$ cat src/rtl/g2b_pkg.sv
// Shared definitions for the Gray-to-binary converter.
package g2b_pkg;

    localparam int G2B_WIDTH_DEFAULT = 4;

    // Prefix-XOR decode of the low 'width' bits of gray; upper bits return 0.
    function automatic logic [31:0] gray_to_bin(input logic [31:0] gray, input int width);
        logic [31:0] bin;
        bin = '0;
        for (int i = 31; i >= 0; i--) begin
            if (i == width - 1) begin
                bin[i] = gray[i];
            end else if (i < width - 1) begin
                bin[i] = bin[i+1] ^ gray[i];
            end
        end
        return bin;
    endfunction

endpackage

$ cat src/rtl/g2b_xor_chain.sv
// Combinational Gray-to-binary decode: each binary bit is the XOR of all
// Gray bits at or above it.
module g2b_xor_chain
    import g2b_pkg::*;
#(
    parameter int WIDTH = G2B_WIDTH_DEFAULT
) (
    input  logic [WIDTH-1:0] gray,
    output logic [WIDTH-1:0] bin
);

    // Each bit is an independent reduction so no bit depends on another output bit.
    for (genvar i = 0; i < WIDTH; i++) begin : g_bit
        assign bin[i] = ^gray[WIDTH-1:i];
    end

endmodule

$ cat src/rtl/g2b.sv
// Gray-to-binary converter with a zero-latency result and a one-cycle
// registered copy qualified by out_valid.
module g2b
    import g2b_pkg::*;
#(
    parameter int WIDTH = G2B_WIDTH_DEFAULT
) (
    input  logic             clk,
    input  logic             rst,
    input  logic [WIDTH-1:0] in,
    input  logic             in_valid,
    output logic [WIDTH-1:0] out,
    output logic [WIDTH-1:0] out_q,
    output logic             out_valid,
    output logic             parity
);

    logic [WIDTH-1:0] bin;

    g2b_xor_chain #(
        .WIDTH(WIDTH)
    ) u_xor_chain (
        .gray(in),
        .bin (bin)
    );

    assign out    = bin;
    // The LSB of the prefix-XOR is the XOR of every Gray bit.
    assign parity = bin[0];

    // Capture the decoded word on in_valid; valid pulses one cycle per capture.
    always_ff @(posedge clk or posedge rst) begin
        if (rst) begin
            out_q     <= '0;
            out_valid <= 1'b0;
        end else begin
            out_valid <= in_valid;
            if (in_valid) begin
                out_q <= bin;
            end
        end
    end

endmodule

$ cat config.mk
export PLATFORM = sky130hd
export DESIGN_NAME = g2b
export DESIGN_NICKNAME = d
export VERILOG_FILES = /design/src/rtl/g2b_pkg.sv /design/src/rtl/g2b_xor_chain.sv /design/src/rtl/g2b.sv
export SDC_FILE = /design/constraint.sdc
export NUM_CORES = 1
export LEC_CHECK = 0
export ABC_AREA = 1
export BUFFER_PORTS_ARGS = -buffer_cell sky130_fd_sc_hd__buf_2
export CORE_AREA = 2 2 39 41
export DETAILED_ROUTE_END_ITERATION = 7
export DIE_AREA = 0 0 41 43
export PLACE_DENSITY_LB_ADDON = 0.2
export SYNTH_ARGS = -nofsm -noshare
export SYNTH_HDL_FRONTEND = slang
export SYNTH_HIERARCHICAL = 1
export SYNTH_SLANG_ARGS = --single-unit
export TNS_END_PERCENT = 50
$ cat constraint.sdc
create_clock -name clk -period 1.2 [get_ports clk]
set_input_delay 0.06 -clock clk [delete_from_list [all_inputs] [get_ports clk]]
set_output_delay 0.06 -clock clk [all_outputs]
set_load 0.05 [all_outputs]
# [Word level (Yosys, flattened, before mapping)]
# Index checks and enable logic that the tools add are counted.
[word_totals] reg_bits=5 latch_bits=0 ram_bits=0 mem_bits_ro=0 elab_cells=5 mem_count=0
[classes] n_addsub=0 multipliers=0 div_mod_pow=0 n_lt_le_gt_ge=0 eq_ne=0 shifts=0 muxes=0 bitwise_logic=0 reduce_logical=3
[op_table] operator="4-bit XOR reduction" count=1
[op_table] operator="3-bit XOR reduction" count=1
[op_table] operator="2-bit XOR reduction" count=1

# [Depth between registers and ports, before layout]
# Gate-level depths: netlist of run 1.
[logic_depth] ltp_word=1 ltp_mapped=7 depth_no_buf=7

# [Modules after synthesis]
# Netlist of run 1, hierarchy kept.
[modules_own_cells] mod="g2b" n_inst=1 cells_each=20 area_each_um2=185.2 seq_area_each_um2=125.1
[modules_own_cells] mod="g2b_xor_chain" n_inst=1 cells_each=21 area_each_um2=90.1 seq_area_each_um2=0.0

# [Worst setup path before layout of run 1]
# OpenSTA, ideal clock, no wires.
[synth_path] path_type="input-to-output" startpoint="input in[2]" endpoint="output parity" arrival_time_ns=1.156 slack_ns=-0.016 cell_stages=6 cell_sequence="inv_1 -> nand2_1 -> nand2_2 -> nand2_1 -> nand2_1 -> buf_4"
[synth_between] elab_chain_len=1
[synth_lines] item="start, declared" line_no="g2b.sv:10" text="input logic [WIDTH-1:0] in,"
[synth_lines] item="4-bit XOR reduction" line_no="g2b_xor_chain.sv:14" text="assign bin[i] = ^gray[WIDTH-1:i];"
[synth_lines] item="end, declared" line_no="g2b.sv:15" text="output logic parity"
# No other way between the ends.

# [Worst setup path after layout of run 1]
[layout_path] startpoint="register out_q[2]" endpoint="output out_q[2]"
[layout_lines] item="start, declared" line_no="g2b.sv:13" text="output logic [WIDTH-1:0] out_q,"
[layout_lines] item="start signal, assigned" line_no="g2b.sv:39" text="out_q <= bin;"
# No word-level cell between the ends.

==> results of run 1 <==
==> cell families (layout without fill, tap and decap cells) <==
logic type                after synthesis  after routing  synth area share
and+or+nand+nor                        27             27             0.377
xor gates and xnor gates                1              1            0.0318
buffers and inverters                   8             27             0.136
DFF                                     5              5             0.455
==> sequential cells by signal, summed over array words and instances, names as in the netlist <==
signal and count:
out_q 4, out_valid 1
==> final cells by class <==
| cell class | instances | area (sq um) | share of cell area |
|---|---|---|---|
| repair buffers | 17 | 90.1 | 0.226 |
| multi-input cells | 28 | 115 | 0.288 |
| clock buffers | 4 | 26.3 | 0.0658 |
| flip-flops and latches | 5 | 125 | 0.313 |
| well taps | 16 | 20.0 | 0.0502 |
| inverters | 6 | 22.5 | 0.0564 |
==> Yosys cell counts <==
| library cell | number | share of area |
|---|---|---|
| inv_2 | 1 | 0.014 |
| buf_4 | 2 | 0.055 |
| dfrtp_1 | 5 | 0.45 |
| inv_1 | 5 | 0.068 |
| nand2_2 | 1 | 0.023 |
| xnor2_1 | 1 | 0.032 |
| nand2_1 | 26 | 0.35 |
==> metal layers <==
metal,vias to the layer above,wire length [um]
met5,-,0
met4,0,0
li1,155,-
met2,14,215
met1,100,281
met3,0,74
==> placed cells by master (no fill, tap or decap), drive strengths merged <==
master       instances
buf                 16
xnor2                1
clkbuf               4
inv                  6
dlygate4sd3          1
dfrtp                5
nand2               27
==> where the power goes <==
group          internal (uW)  leakage [uW]  switching (uW)
combinational           49.3      0.000181             167
clock                    125     0.0000150            65.5
sequential               186     0.0000614            6.78
==> final timing paths <==
path                                   endpoint                 start
min reg2reg                out_q[3]$_DFFE_PP0P_  out_q[3]$_DFFE_PP0P_
min in group asynchronous  out_q[3]$_DFFE_PP0P_                   rst
max                                    out_q[2]  out_q[2]$_DFFE_PP0P_
min                         out_valid$_DFF_PP0_              in_valid
max reg2reg                out_q[2]$_DFFE_PP0P_  out_q[2]$_DFFE_PP0P_
max in group asynchronous  out_q[0]$_DFFE_PP0P_                   rst
==> timing repair <==
item	4_1_cts	5_1_grt
hold buffers	1	0
endpoints found under the hold margin	5	0
resized for setup	0	0
==> metrics by stage <==
stage	std cells	total power, uW	worst slack, ns
final	76	600	0.306
after floorplan	41	365	0.109
after global placement	71	412	0.365
after global routing	76	647	0.254
after detailed placement	71	412	0.343
after CTS	76	619	0.288
==> impl_results.md, run 1 <==
* Final net count at 68
* Register bit count reported by yosys at 5
* Post-route DRC at 0
* Final Hold Viols at 0
* CP Data Arrival Time at 0.83 ns
* Total CTS buffers at 3
* ANT cells at 0
* Design area at 399 sq um
* Final Skew at 0 ns
* H-tree levels at 1
* Total GRT Usage at 0.0774
* Via count at 269
* First-pass iteration count of the detailed router at 2
* Worst-Skew Late Latency at 0.24 ns
* DR WL/cell at 7.51 um
* RSZ-0062 raised after global routing: false
* Die area at 1760 sq um
* Hold crit path type: input pin to flip-flop
* Reg2reg path depth at 2
* Share of cells above drive strength 1 at 0.367
* Leakage at 0.000258 uW
* Hold path cells at 1
* CTS max path bufs at 2
* Core Util, Final at 0.288
* CP top delay family: flip-flops
* Num ports at 17
* First-pass GRT wire length at 862 um
* Critical Path RT at 1.14 ns
* Clk sink count at 5
* Setup Crit Path Kind: flip-flop to output pin
* Row cnt at 14
* Starting Density at 0.199
* Critical path launch point type: flip-flop
* Maximum VDD drop at 0.309 mV
* Setup bufs post-CTS at 0
* Via density at 3.54
* Clock transition at the registers of the reported paths at 0.04 ns
* Slew Viols, Final at 0
* Met2 Usage GRT at 0.0875
* WP buf/inv at 1
* Worst path depth at 1
* Cells after Synth at 41
* Area of the mapped netlist at 275 sq um
* Syn Area/Cell at 6.71 sq um
* Fillers at 163
* Critical path cell sequence: buf_2
* Post-Syn Nets at 48
* Yosys warns at 6
* GR Overflow Total at 0
* Tightest Pin Transition at 0.251 ns
* Post-DRT Antenna Nets at 0
* Final min period at 0.894 ns
* Final setup viols at 0
* Minimum hold slack at 0.0152 ns
* GR Util met3 at 0.0157
* Vias in the first global route at 214
* Setup_tns at 0 ns
* Slowest CP cell: dfrtp_1
* Fmax at 1.12 GHz
* MaxCap Viol Count at 0
* Status: completed
* Largest net degree at the start of global routing at 7
* Routability cong. at 0.597
* R2R Setup Slk at 0.62 ns
* Critical Path Sink Type: output pin
* Die Height at 43 um
* DR iter-0 viols at 3
* Number of port buffers at 16
* Post-synth cell types at 7
* Critical path peak fanout at 2
* Final wirelength at 571 um
* Global Route met1 Usage at 0.100
* GRT Max-Usage Layer: met1
* Core area at 1380 sq um
* Die width at 41 um
* Power per standard cell area at 1500 nW/um^2
* Cell Area, Placed at 363 sq um
* Final cycle utilization of the critical path at 0.745
* Share of the yosys chip area belonging to registers at 0.455
* CTS tree: done
* Slew margin rel. at 0.834
* Worst stage delay on the critical path at 0.34 ns
* Area Overhead vs Synth at 45.0%
* Initial antenna violation count at 0
* Clock Tree Root: clkbuf_4
Power figures use the tool's default switching activity.
==> inputs of run 2 (changes only) <==
- ABC_AREA: 1 -> 0
- clock period: 1.2 -> 0.8 ns (I/O delays scaled with it)
==> run 2 against run 1 <==
  * Clock power increased by 49%
  * Power increased by 110%
  * Non-clock buffer count is 6 higher
  * The flow now finishes with violations (negative setup slack)
  * Sequential share of layout area down 7.4 points
  * Sequential cell count did not move
  * Clock-buffer cell count unchanged
  * Synthesized area decreased by 16%
  * Combinational power rose to 3.0 times the previous value
  * Sequential power is 66% higher
  * Core utilization grew 9.0 points
  * Critical path depth up 3
==> impl_results.md, run 2 <==
* Leakage at 0.000247 uW
* Die width at 41 um
* FFs w/ async S/R, synth at 1.00
* Clk sink count at 5
* Biggest regs: out_q: 4 flops, out_valid: 1 flops
* MaxCap Viol Count at 0
* R2R Setup Slk at 0.03 ns
* Critical path launch point type: input pin
* DR iter-0 viols at 1
* Top cell type by total area after synthesis: dfrtp_1
* Design area at 523 sq um
* RSZ-0062 raised after global routing: true
* Yosys warns at 6
* Share of the yosys chip area belonging to registers at 0.541
* Register bit count reported by yosys at 5
* Num ports at 17
* Via count at 199
* Die area at 1760 sq um
* Critical Path Sink Type: output pin
* Post-synth cell types at 7
* Post-route DRC at 0
* Row cnt at 14
* CTS max path bufs at 2
* Starting Density at 0.167
* Initial antenna violation count at 0
* ANT cells at 0
* Syn Area/Cell at 14.5 sq um
* Total CTS buffers at 3
* Area of the mapped netlist at 231 sq um
* Most frequent cells in the layout: buf_6 (9), buf_2 (6), dfrtp_1 (5), buf_4 (5), clkbuf_4 (3)
* Setup Crit Path Kind: input pin to output pin
* Critical path cell sequence: buf_8 -> xor2_4 -> xor2_4 -> buf_6
* First-pass iteration count of the detailed router at 3
* Final Hold Viols at 0
* Worst stage delay on the critical path at 0.31 ns
* First-pass GRT wire length at 862 um
* H-tree levels at 1
* Final wirelength at 501 um
* Hold crit path type: input pin to flip-flop
* Critical Path RT at 0.76 ns
* Vias in the first global route at 222
* Commonest non-fill, non-tap cell in the layout: buf_6
* Critical path peak fanout at 4
* Final setup margin at -0.0563 ns
* Clock transition at the registers of the reported paths at 0.04 ns
* Power per standard cell area at 2390 nW/um^2
* Number of synthesized flops with an enable pin at 0
* Max FFs per register at 4
* FF-to-FF End: out_q[1]$_DFFE_PP0P_
* Ys flop type: dfrtp_1
* Core area at 1380 sq um
* DR WL/cell at 8.79 um
* GR Overflow Total at 0
* Status: finished, violations left
* Area contributors post-synth: dfrtp_1 (54%), mux2_2 (19%), xnor2_1 (7.6%), xor2_2 (7.0%), buf_4 (6.5%)
* Final min period at 0.856 ns
* Post-Syn Nets at 23
* Largest net degree at the start of global routing at 6
* Worst Setup SP: in[3]
* Cells after Synth at 16
* Number of port buffers at 16
* Critical Path Most Common Cell: xor2_4
* Clock Tree Root: clkbuf_4
* Slew margin rel. at 0.789
* Final setup viols at 9
* Post-DRT Antenna Nets at 0
* Top-area cell type share of the netlist area at 0.541
* Final Skew at 0 ns
* Routability cong. at 0.588
* Worst flop-to-flop path startpoint: out_q[1]$_DFFE_PP0P_
* Total GRT Usage at 0.0779
* Detailed placement HPWL at 422 um
* Area Overhead vs Synth at 126%
* Most common library cells after synthesis: dfrtp_1 (5), mux2_2 (4), buf_4 (2), xnor2_1 (2)
* Largest reg by FF count: out_q
* Worst setup path end: out[1]
* CTS tree: done
* Die Height at 43 um
* Tightest Pin Transition at 0.317 ns
* Reg2reg path depth at 1
* CP Data Arrival Time at 0.82 ns
* Worst-Skew Late Latency at 0.24 ns
* Dominant cell by count in the synthesized netlist: dfrtp_1
* Share of cells above drive strength 1 at 0.756
* Setup_tns at -0.286 ns
* Slowest CP cell: xor2_4
* Finished Layout Cells at 57
* Maximum VDD drop at 0.524 mV
* Failing checks: negative setup slack
* Final cycle utilization of the critical path at 1.07
* Final net count at 49
* Inst Count DP at 49
* Fmax at 1.17 GHz
* Via density at 3.49
* Cell Area, Placed at 395 sq um
* Slew Viols, Final at 0
[run 2: area by class of cell]
class                      count  area [sq um]
sequential                     5           125
fill                         138           861
timing repair buffer          23           204
tap                           16          20.0
inverter                       1          3.75
multi-input combinational      8           144
clock buffer                   4          26.3
[run 2: where the power goes]
group          total (uW)  switching, uW  internal [uW]
logic                 646            377            269
clock network         285           97.0            188
registers             320           27.2            293
[run 2: timing repair]
action | 4_1_cts | 5_1_grt
pin swaps | 2 | 0
gates resized for setup | 21 | 0
hold buffers | 2 | 0
buffers inserted | 2 | 0
setup endpoints to repair | 9 | 10
endpoints found under the hold margin | 6 | 0
[run 2: cells by family (layout without fill, tap and decap cells)]
group | count (synthesis) | count (layout) | synth area share
buffers and inverters | 3 | 28 | 0.0810
XOR/XNOR | 4 | 4 | 0.184
multiplexers | 4 | 4 | 0.195
flip-flops | 5 | 5 | 0.541
[run 2: how the worst min path moves through the flow]
stage               startpoint              endpoint  slack, ns  cells after the start
floorplan                  rst  out_q[0]$_DFFE_PP0P_      -0.18                      1
global placement           rst   out_valid$_DFF_PP0_      -0.07                      2
detailed placement         rst  out_q[3]$_DFFE_PP0P_      -0.06                      2
CTS                   in_valid  out_q[3]$_DFFE_PP0P_       0.13                      2
global route          in_valid  out_q[1]$_DFFE_PP0P_       0.14                      2
finish                in_valid  out_q[3]$_DFFE_PP0P_       0.14                      2
[run 2: per-layer routing]
metal  track usage  vias to the layer above  part of all wire
met5             0                        -                 0
met4        0.0800                        0                 0
met3        0.0314                        0             0.062
met2         0.119                        9              0.60
met1        0.0693                       89              0.34
li1              -                      101                 -
[run 2: critical path: cells and delay by family]
kind                   cells  cell delay, ns
XOR/XNOR                   2            0.50
buffers and inverters      2            0.28
[run 2: metrics by stage]
stage               setup WS, ns  total power [uW]  utilization  hold WS [ns]
CTS                      -0.0698              1270        0.378         0.135
global route             -0.0942              1310        0.378         0.140
detailed placement        -0.210               846        0.286       -0.0573
finish                   -0.0563              1250        0.378         0.143
floorplan                 -0.448               741            -        -0.181
global placement          -0.200               841        0.286       -0.0655
==> inputs of run 3 (changes only) <==
- ABC_AREA: 0 -> 1
==> run 3 against run 2 <==
  * The flow still finishes with violations (negative setup slack)
  * Critical path depth shrank 3
  * Largest power group unchanged
  * Hold slack got worse by 0.0047 ns
  * Sequential share of layout area is 0.60 points higher
  * Combinational power down 33%
  * Clock skew is the same
  * First-iteration DRC count increased to 4.0 times the previous value
  * Register-to-register slack improved by 0.05 ns
  * Core utilization down 0.18 points
  * Die area is the same
  * Sequential power down 6.9%
  * Highest routed layer unchanged
  * Setup slack better by 0.022 ns
  * Power is 19% lower
  * Critical path type is now flip-flop to output pin
==> impl_results.md, run 3 (synthesized netlist as in run 1, its figures left out) <==
* CTS tree: done
* Max FFs per register at 4
* Setup Crit Path Kind: flip-flop to output pin
* Starting Density at 0.199
* CTS max path bufs at 2
* Total CTS buffers at 3
* Clk sink count at 5
* Fillers at 154
* Final min period at 0.835 ns
* Final setup viols at 4
* Via density at 3.75
* Critical Path RT at 0.76 ns
* Inst Count DP at 74
* Initial antenna violation count at 0
* Largest net degree at the start of global routing at 7
* Core area at 1380 sq um
* RSZ-0062 raised after global routing: true
* Final net count at 73
* Commonest non-fill, non-tap cell in the layout: nand2_1
* Final setup margin at -0.0347 ns
* Finished Layout Cells at 81
* Critical path peak fanout at 2
* CP Data Arrival Time at 0.79 ns
* Clock Tree Root: clkbuf_4
* Routability cong. at 0.534
* Post-DRT Antenna Nets at 0
* Maximum VDD drop at 0.499 mV
* GR Overflow Total at 0
* Minimum hold slack at 0.138 ns
* Num ports at 17
* First-pass iteration count of the detailed router at 3
* Total GRT Usage at 0.0823
* DR WL/cell at 7.85 um
* Row cnt at 14
* Cell Area, Placed at 410 sq um
* Final cycle utilization of the critical path at 1.04
* Post-route DRC at 0
* Power per standard cell area at 1960 nW/um^2
* DR iter-0 viols at 4
* Worst-Skew Late Latency at 0.24 ns
* Clock transition at the registers of the reported paths at 0.04 ns
* Die area at 1760 sq um
* Largest reg by FF count: out_q
* Slowest CP cell: dfrtp_2
* Status: finished, violations left
* Final Hold Viols at 0
* Critical Path Sink Type: output pin
* Area Overhead vs Synth at 89.1%
* Number of port buffers at 16
* CP top delay family: flip-flops
* ANT cells at 0
* Failing checks: negative setup slack
* Vias in the first global route at 267
* Share of cells above drive strength 1 at 0.477
* Design area at 520 sq um
* Die Height at 43 um
* First-pass GRT wire length at 972 um
* H-tree levels at 1
* Most frequent cells in the layout: nand2_1 (22), buf_2 (7), buf_6 (7)
* Final wirelength at 636 um
* WP buf/inv at 1
* Fmax at 1.20 GHz
* Biggest regs: out_q: 4 flops, out_valid: 1 flops
* Slew margin rel. at 0.837
* MaxCap Viol Count at 0
* Worst stage delay on the critical path at 0.40 ns
* Die width at 41 um
* Via count at 304
* Overall power at 1020 uW
* Hold crit path type: input pin to flip-flop
* Final Skew at 0 ns
* Leakage at 0.000301 uW
* Critical path launch point type: flip-flop
* Tightest Pin Transition at 0.247 ns
* Critical path cell sequence: buf_6
* Slew Viols, Final at 0
-- run 3: cell types whose count changed in the layout (fill, tap and decap cells not counted) --
cell and change:
nand2_1 +22, xnor2_4 -1, mux2_2 -2, dfrtp_2 +2, buf_6 -2, nand2_2 +2, buf_2 +1, inv_2 +1
dfrtp_1 -2, xor2_4 -2, inv_1 +4, nand2_4 +3, mux2_4 -2
-- run 3: metrics by stage --
stage	utilization	setup slack [ns]	setup TNS, ns
3_5_place_dp	0.297	-0.0425	-0.0920
2_1_floorplan	-	-0.0325	-0.0861
4_1_cts	0.358	-0.0483	-0.168
6_report	0.376	-0.0347	-0.0971
3_3_place_gp	0.297	-0.0358	-0.0756
5_1_grt	0.376	-0.0618	-0.254
-- run 3: metal layers --
layer | GRT usage | up-vias | routed length (um)
met2 | 0.113 | 13 | 293
met5 | 0 | - | 0
met4 | 0.0800 | 0 | 0
met3 | 0.0157 | 0 | 48
li1 | - | 162 | -
met1 | 0.0997 | 129 | 294
-- run 3: final timing paths --
check,cells after the start,end,from,slack (ns)
setup / recovery,1,out_q[0],out_q[0]$_DFFE_PP0P_,-0.03
hold / removal,4,out_q[3]$_DFFE_PP0P_,in[3],0.14
setup reg to reg,3,out_q[2]$_DFFE_PP0P_,out_q[2]$_DFFE_PP0P_,0.08
hold reg to reg,2,out_q[1]$_DFFE_PP0P_,out_q[1]$_DFFE_PP0P_,0.49
max in group asynchronous,3,out_q[0]$_DFFE_PP0P_,rst,0.37
min in group asynchronous,3,out_valid$_DFF_PP0_,rst,0.24
-- run 3: report_power, final --
part	switching, uW	internal, uW	total [uW]	leakage [uW]
clock network	101	188	289	0.0000150
logic	273	159	431	0.000227
registers	16.9	281	298	0.0000589
total	390	628	1020	0.000301
-- run 3: cell type report --
class | count | area [sq um] | area share
clock buffer | 4 | 26.3 | 0.0505
inverter | 6 | 22.5 | 0.0433
multi-input combinational | 28 | 138 | 0.264
sequential | 5 | 128 | 0.245
tap | 16 | 20.0 | 0.0385
timing repair buffer | 22 | 186 | 0.358
-- run 3: repair_timing --
item	4_1_cts	5_1_grt
gates resized for setup	13	6
setup buffers	0	1
hold buffers	2	0
cloned	0	0
pin swaps	0	0
hold endpoints to repair	6	0
setup endpoints to repair	8	12
